`src/rtl/alu_issue_ctrl.sv`:
```
// -----------------------------------------------------------------------------
// alu_issue_ctrl
//
// Purpose:
//   Two-stage issue/retire wrapper around an external combinational ALU.
//   S1 decodes ALUOp/funct into the 4-bit ALU control code and registers the
//   operands and the code. These registers drive the ALU directly. S2 captures
//   the ALU result and the illegal bit, and keeps the architectural NZCV
//   register, which is updated only by legal flag-setting ops. A condition
//   code is evaluated combinationally against the flags.
//
// Configuration macro:
//   ALU_FLAG_BYPASS_EN - when defined, the condition is evaluated on the live
//   ALU flags (NZCV_i) in the cycle a legal flag-setting op moves S1->S2, so a
//   branch resolves in the same cycle as the op that sets its flags. When
//   undefined, the condition always uses the registered flags.
//
// Ports:
//   clk_i, rst_i              clock, synchronous active-high reset
//   in_valid_i / in_ready_o   upstream handshake into S1
//   alu_op_i, funct_i         main-control ALUOp and R-type funct field
//   srcA_i, srcB_i, flag_we_i operands and flag-write enable of the op
//   srcA_o, srcB_o, ALUctrl_o S1 registers driving the ALU
//   ALUresult_i, NZCV_i       ALU outputs
//   out_valid_o / out_ready_i downstream handshake out of S2
//   result_o, illegal_o       S2 registered result and illegal marker
//   flags_o                   architectural NZCV register {N,Z,C,V}
//   cond_i, cond_true_o       condition code in, evaluated condition out
// -----------------------------------------------------------------------------
module alu_issue_ctrl #(
   parameter int DW     = 32,
   parameter int FLAG_W = 4
) (
   input  logic              clk_i,
   input  logic              rst_i,
   input  logic              in_valid_i,
   output logic              in_ready_o,
   input  logic [2:0]        alu_op_i,
   input  logic [5:0]        funct_i,
   input  logic [DW-1:0]     srcA_i,
   input  logic [DW-1:0]     srcB_i,
   input  logic              flag_we_i,
   output logic [DW-1:0]     srcA_o,
   output logic [DW-1:0]     srcB_o,
   output logic [3:0]        ALUctrl_o,
   input  logic [DW-1:0]     ALUresult_i,
   input  logic [FLAG_W-1:0] NZCV_i,
   output logic              out_valid_o,
   input  logic              out_ready_i,
   output logic [DW-1:0]     result_o,
   output logic              illegal_o,
   output logic [FLAG_W-1:0] flags_o,
   input  logic [3:0]        cond_i,
   output logic              cond_true_o
);

   // Bit positions inside the {N,Z,C,V} flag vector.
   localparam int FN = 3;
   localparam int FZ = 2;
   localparam int FC = 1;
   localparam int FV = 0;

   localparam logic [3:0] CTRL_AND  = 4'b0000;
   localparam logic [3:0] CTRL_OR   = 4'b0001;
   localparam logic [3:0] CTRL_ADD  = 4'b0010;
   localparam logic [3:0] CTRL_SUB  = 4'b0110;
   localparam logic [3:0] CTRL_SLT  = 4'b0111;
   localparam logic [3:0] CTRL_NOR  = 4'b1100;
   localparam logic [3:0] CTRL_NAND = 4'b1101;
   localparam logic [3:0] CTRL_ILL  = 4'b1111;

   // S1 state
   logic              s1_v_reg;
   logic [DW-1:0]     s1_a_reg;
   logic [DW-1:0]     s1_b_reg;
   logic [3:0]        s1_ctrl_reg;
   logic              s1_ill_reg;
   logic              s1_fwe_reg;

   // S2 state
   logic              s2_v_reg;
   logic [DW-1:0]     result_reg;
   logic              s2_ill_reg;
   logic [FLAG_W-1:0] flags_reg;

   // Decode results for the op currently offered upstream
   logic [3:0]        ctrl_next;
   logic              ill_next;

   logic              adv2;
   logic              s1_load;
   logic              s1_adv;

   // -------------------------------------------------------------------------
   // Handshake. S2 can take a new op when empty or draining this cycle; S1
   // can accept when empty or when its op moves on, so a full pipeline
   // streams one op per cycle without a bubble.
   // -------------------------------------------------------------------------
   assign adv2       = ~s2_v_reg | out_ready_i;
   assign in_ready_o = ~s1_v_reg | adv2;
   assign s1_load    = in_valid_i & in_ready_o;
   assign s1_adv     = s1_v_reg & adv2;

   // -------------------------------------------------------------------------
   // ALUOp / funct decode. Anything not listed maps to the all-ones code,
   // for which the ALU outputs zero, and is marked illegal.
   // -------------------------------------------------------------------------
   always_comb begin
      ctrl_next = CTRL_ILL;
      ill_next  = 1'b1;
      case (alu_op_i)
         3'b000: begin ctrl_next = CTRL_ADD;  ill_next = 1'b0; end
         3'b001: begin ctrl_next = CTRL_SUB;  ill_next = 1'b0; end
         3'b011: begin ctrl_next = CTRL_AND;  ill_next = 1'b0; end
         3'b100: begin ctrl_next = CTRL_OR;   ill_next = 1'b0; end
         3'b101: begin ctrl_next = CTRL_SLT;  ill_next = 1'b0; end
         3'b110: begin ctrl_next = CTRL_NAND; ill_next = 1'b0; end
         3'b010: begin
            case (funct_i)
               6'b100000: begin ctrl_next = CTRL_ADD; ill_next = 1'b0; end
               6'b100010: begin ctrl_next = CTRL_SUB; ill_next = 1'b0; end
               6'b100100: begin ctrl_next = CTRL_AND; ill_next = 1'b0; end
               6'b100101: begin ctrl_next = CTRL_OR;  ill_next = 1'b0; end
               6'b101010: begin ctrl_next = CTRL_SLT; ill_next = 1'b0; end
               6'b100111: begin ctrl_next = CTRL_NOR; ill_next = 1'b0; end
               default: begin
                  ctrl_next = CTRL_ILL;
                  ill_next  = 1'b1;
               end
            endcase
         end
         default: begin
            ctrl_next = CTRL_ILL;
            ill_next  = 1'b1;
         end
      endcase
   end

   // -------------------------------------------------------------------------
   // S1: operand/control registers. Held unchanged while stalled.
   // -------------------------------------------------------------------------
   always_ff @(posedge clk_i) begin
      if (rst_i) begin
         s1_v_reg    <= 1'b0;
         s1_a_reg    <= '0;
         s1_b_reg    <= '0;
         s1_ctrl_reg <= '0;
         s1_ill_reg  <= 1'b0;
         s1_fwe_reg  <= 1'b0;
      end else begin
         if (s1_load) begin
            s1_v_reg    <= 1'b1;
            s1_a_reg    <= srcA_i;
            s1_b_reg    <= srcB_i;
            s1_ctrl_reg <= ctrl_next;
            s1_ill_reg  <= ill_next;
            s1_fwe_reg  <= flag_we_i;
         end else if (s1_adv) begin
            s1_v_reg <= 1'b0;
         end
      end
   end

   // -------------------------------------------------------------------------
   // S2: result capture and architectural flags. Flags change only at the
   // moment a legal flag-setting op enters S2, never while S2 is stalled.
   // -------------------------------------------------------------------------
   always_ff @(posedge clk_i) begin
      if (rst_i) begin
         s2_v_reg   <= 1'b0;
         result_reg <= '0;
         s2_ill_reg <= 1'b0;
         flags_reg  <= '0;
      end else begin
         if (s1_adv) begin
            s2_v_reg   <= 1'b1;
            result_reg <= ALUresult_i;
            s2_ill_reg <= s1_ill_reg;
            if (s1_fwe_reg && !s1_ill_reg) begin
               flags_reg <= NZCV_i;
            end
         end else if (out_ready_i) begin
            s2_v_reg <= 1'b0;
         end
      end
   end

   // -------------------------------------------------------------------------
   // Condition evaluation
   // -------------------------------------------------------------------------
   logic [FLAG_W-1:0] eval_flags;

`ifdef ALU_FLAG_BYPASS_EN
   // Forward the live ALU flags exactly when they are about to be committed.
   assign eval_flags = (s1_adv && s1_fwe_reg && !s1_ill_reg) ? NZCV_i : flags_reg;
`else
   assign eval_flags = flags_reg;
`endif

   // Codes 0..11 come in complementary pairs: even code is the base
   // condition, odd code its inverse (LE is exactly ~GT, GE is ~LT).
   logic [5:0]  pair_base;
   logic [15:0] cond_vec;
   logic        n_xor_v;

   assign n_xor_v      = eval_flags[FN] ^ eval_flags[FV];
   assign pair_base[0] = eval_flags[FZ];
   assign pair_base[1] = eval_flags[FC];
   assign pair_base[2] = eval_flags[FN];
   assign pair_base[3] = eval_flags[FV];
   assign pair_base[4] = n_xor_v;
   assign pair_base[5] = ~eval_flags[FZ] & ~n_xor_v;

   generate
      for (genvar gi = 0; gi < 6; gi++) begin : g_cond_pair
         assign cond_vec[2*gi]   = pair_base[gi];
         assign cond_vec[2*gi+1] = ~pair_base[gi];
      end
   endgenerate

   // 1100, 1101, 1111 never true; 1110 (AL) always true.
   assign cond_vec[15:12] = 4'b0100;

   assign cond_true_o = cond_vec[cond_i];

   // -------------------------------------------------------------------------
   // Outputs
   // -------------------------------------------------------------------------
   assign srcA_o      = s1_a_reg;
   assign srcB_o      = s1_b_reg;
   assign ALUctrl_o   = s1_ctrl_reg;
   assign out_valid_o = s2_v_reg;
   assign result_o    = result_reg;
   assign illegal_o   = s2_ill_reg;
   assign flags_o     = flags_reg;

endmodule

```
`config.mk`:
```
export PLATFORM = sky130hd
export DESIGN_NAME = alu_issue_ctrl
export DESIGN_NICKNAME = d
export VERILOG_FILES = /design/src/rtl/alu_issue_ctrl.sv
export SDC_FILE = /design/constraint.sdc
export NUM_CORES = 1
export LEC_CHECK = 0
export ABC_AREA = 1
export BUFFER_PORTS_ARGS = -buffer_cell sky130_fd_sc_hd__buf_2
export CAP_MARGIN = 20
export CORE_ASPECT_RATIO = 1.75
export CORE_UTILIZATION = 45
export DETAILED_ROUTE_END_ITERATION = 8
export PLACE_DENSITY = 0.81
export SETUP_SLACK_MARGIN = 0.2
export SLEW_MARGIN = 5
export SYNTH_ARGS = -nofsm -noshare
export SYNTH_HDL_FRONTEND = slang
export SYNTH_SLANG_ARGS = --single-unit
```
`constraint.sdc`:
```
create_clock -name clk_i -period 3.2 [get_ports clk_i]
set_input_delay 0.64 -clock clk_i [delete_from_list [all_inputs] [get_ports clk_i]]
set_output_delay 0.64 -clock clk_i [all_outputs]
set_load 0.05 [all_outputs]
```
==> results.ini <==
[status]
status=complete, no violations

[detailed_routing]
routed_wl_microns=10900
drc=0
drt_iter0_drc=232
first_pass_iters=6
wl_per_cell_microns=12.6
avgViaCountPerCell=4.91
vias=4241
ant_nets=0

[global_routing]
gr-max-usage-layer=met2
grt_util_met2=0.420
track_usage=0.228
use_met3=0.0604
grt_antenna_before_repair=0
gr-total-overflow=0
grt_pass1_wl_microns=16500
grt_pass1_vias=3821
use_met1=0.222
grt_max_degree=70

[sta]
timing.fmax_ghz=0.433
whs_ns=0.478
fin_ws_ns=0.889
finalCriticalPeriod_ns=2.31
tightestPinTransition_ns=0.973
relSlewSlack=0.351
hold_violations=0
fin_tns_setup_ns=0
period_share=0.722
skew_ns=0.00509
finalSetupViolations=0
rsz0062_at_grt=false
slew_viol_final=0

[final_layout]
stdcell_count=863
final_layout_size_suffix_gt1_frac=0.338
most-common-layout-cells=225 x buf_2, 215 x nor2_1, 109 x dfxtp_1
fin_area_sq_um=5460
syn_to_final_growth_pct=36.2
antenna_cells=0
final_common_cell=buf_2
fin_nets=859

[setup_path]
crit_type=register to output pin
crit_required_ns=2.56
critPathBufInv=1
cp.arrival_ns=1.67
r2r_start=out_valid_o
cp-end-kind=output pin
crit_fanout=5
path_cells=or2_2, nand3_1, nand3_1, nand2_1, nand3_1, nand2_1, buf_2
slowest_delay_ns=0.35
worstReg2RegEnd=srcA_o[23]
startpoint_type=register
cp_slowest_cell=dfxtp_1
crit_family=simple AND/OR/NAND/NOR gates
cp_common_cell=nand3_1
r2r_slack_ns=1.52
startpoint=flags_o[3]
rr_worst_depth=6

[power_and_ir_drop]
switchingPower_mw=1.06
p_seq_frac=0.458
power.leakage_nw=2.78
p_clk_frac=0.318
swShare=0.324
p_per_area_nw_per_um2=601
combPwrFrac=0.224
internal_power_mw=2.22
peakVddDrop_v=0.000334

[synthesis]
synthCells=532
syn_area_sq_um=4010
synthesis.nets=650
synth_top_area_share=0.544
ys_ff_latch=109
synthTopCellsByArea=dfxtp_1 54%, nor2_1 20%, o21ai_0 11%
postSynthAreaPerCell_sq_um=7.54
seq_area_frac_synth=0.544
synth.distinct_cells=24
synth_warnings=0
yosys.area.top_type=dfxtp_1

[floorplan]
die_w_microns=73.4
ios=226
dieArea_sq_um=9310
fp-row-count=45
dieHeight_microns=127
start_util=0.462
core_area_sq_um=8670

[clock_network]
cts.repair.resized=0
numClockSinks=109
cts_tree=done
cts-buffers-inserted=9
clk_path_buf_depth=2
htree_levels=3
cts-root-buf=clkbuf_16
clk_latency_ns=0.33
clk_pin_slew_worst_paths_ns=0.07
cts_post_setup_buffers_inserted=0
cts_hold_buf=0

[placement]
portBuffers=225
placed_cells=847
pre_cts_slack_ns=1.03
placed_area_sq_um=5170
gp_congestion=0.921
dp_hpwl_microns=8040

[worst_hold_path]
min_from=result_o[1]
hp-class=register to register
whs_endpoint=result_o[1]
hold_depth=2

[run]
drv_cap=0

power groups by stage:
| stage | logic (mW) | registers [mW] | clock network (mW) |
|---|---|---|---|
| CTS | 0.737 | 1.50 | 1.07 |
| global placement | 0.720 | 1.53 | 0 |
| detailed placement | 0.735 | 1.53 | 0 |
| finish | 0.734 | 1.50 | 1.05 |
| global route | 0.785 | 1.51 | 1.12 |
| floorplan | 0.197 | 1.86 | 0 |
synth_stat cells (all sizes together):
library cell / count
nor2: 216
dfxtp: 109
o21ai: 107
nand2: 24
buf: 20
inv: 15
nand3: 13
clkbuf: 11
a21oi: 8
nand4: 2
nor3: 2
a211oi: 1
a31oi: 1
nand3b: 1
o2111ai: 1
or2: 1
cells by family after synthesis:
| kind of cell | share of synthesized area |
|---|---|
| AND/OR/NAND/NOR | 0.254 |
| flip-flops | 0.544 |
| AO/OA/AOI/OAI | 0.149 |
| buffers and inverters | 0.0521 |
final cells by class:
type / instances / area [sq um]
fill: 811 / 3210
sequential: 109 / 2180
multi-input combinational: 377 / 1620
timing repair buffer: 229 / 1170
clock buffer: 12 / 256
tap: 117 / 146
inverter: 15 / 56.3
clock inverter: 4 / 32.5
through the flow:
stage	utilization	power [mW]
4_1_cts	0.630	3.31
3_5_place_dp	0.596	2.27
6_report	0.630	3.28
5_1_grt	0.630	3.42
2_1_floorplan	-	2.06
3_3_place_gp	0.596	2.25
how the worst max path moves through the flow:
stage,endpoint,slack (ns),cells after the start
after floorplan,cond_true_o,1.09,7
after global placement,cond_true_o,1.08,9
after detailed placement,cond_true_o,1.03,9
after CTS,cond_true_o,0.91,7
after global routing,cond_true_o,0.80,7
final,cond_true_o,0.89,7
metal layers:
metal	vias up	routed length [microns]
met2	161	5770
met5	-	0
li1	2128	-
met4	0	414
met3	32	713
met1	1920	4010
worst min-delay path, stage by stage, from the launching register on:
cell,delay [ns]
dfxtp_1,0.32
nor2_1,0.04
nor2_1,0.08
(Power assumes the default switching activity.)
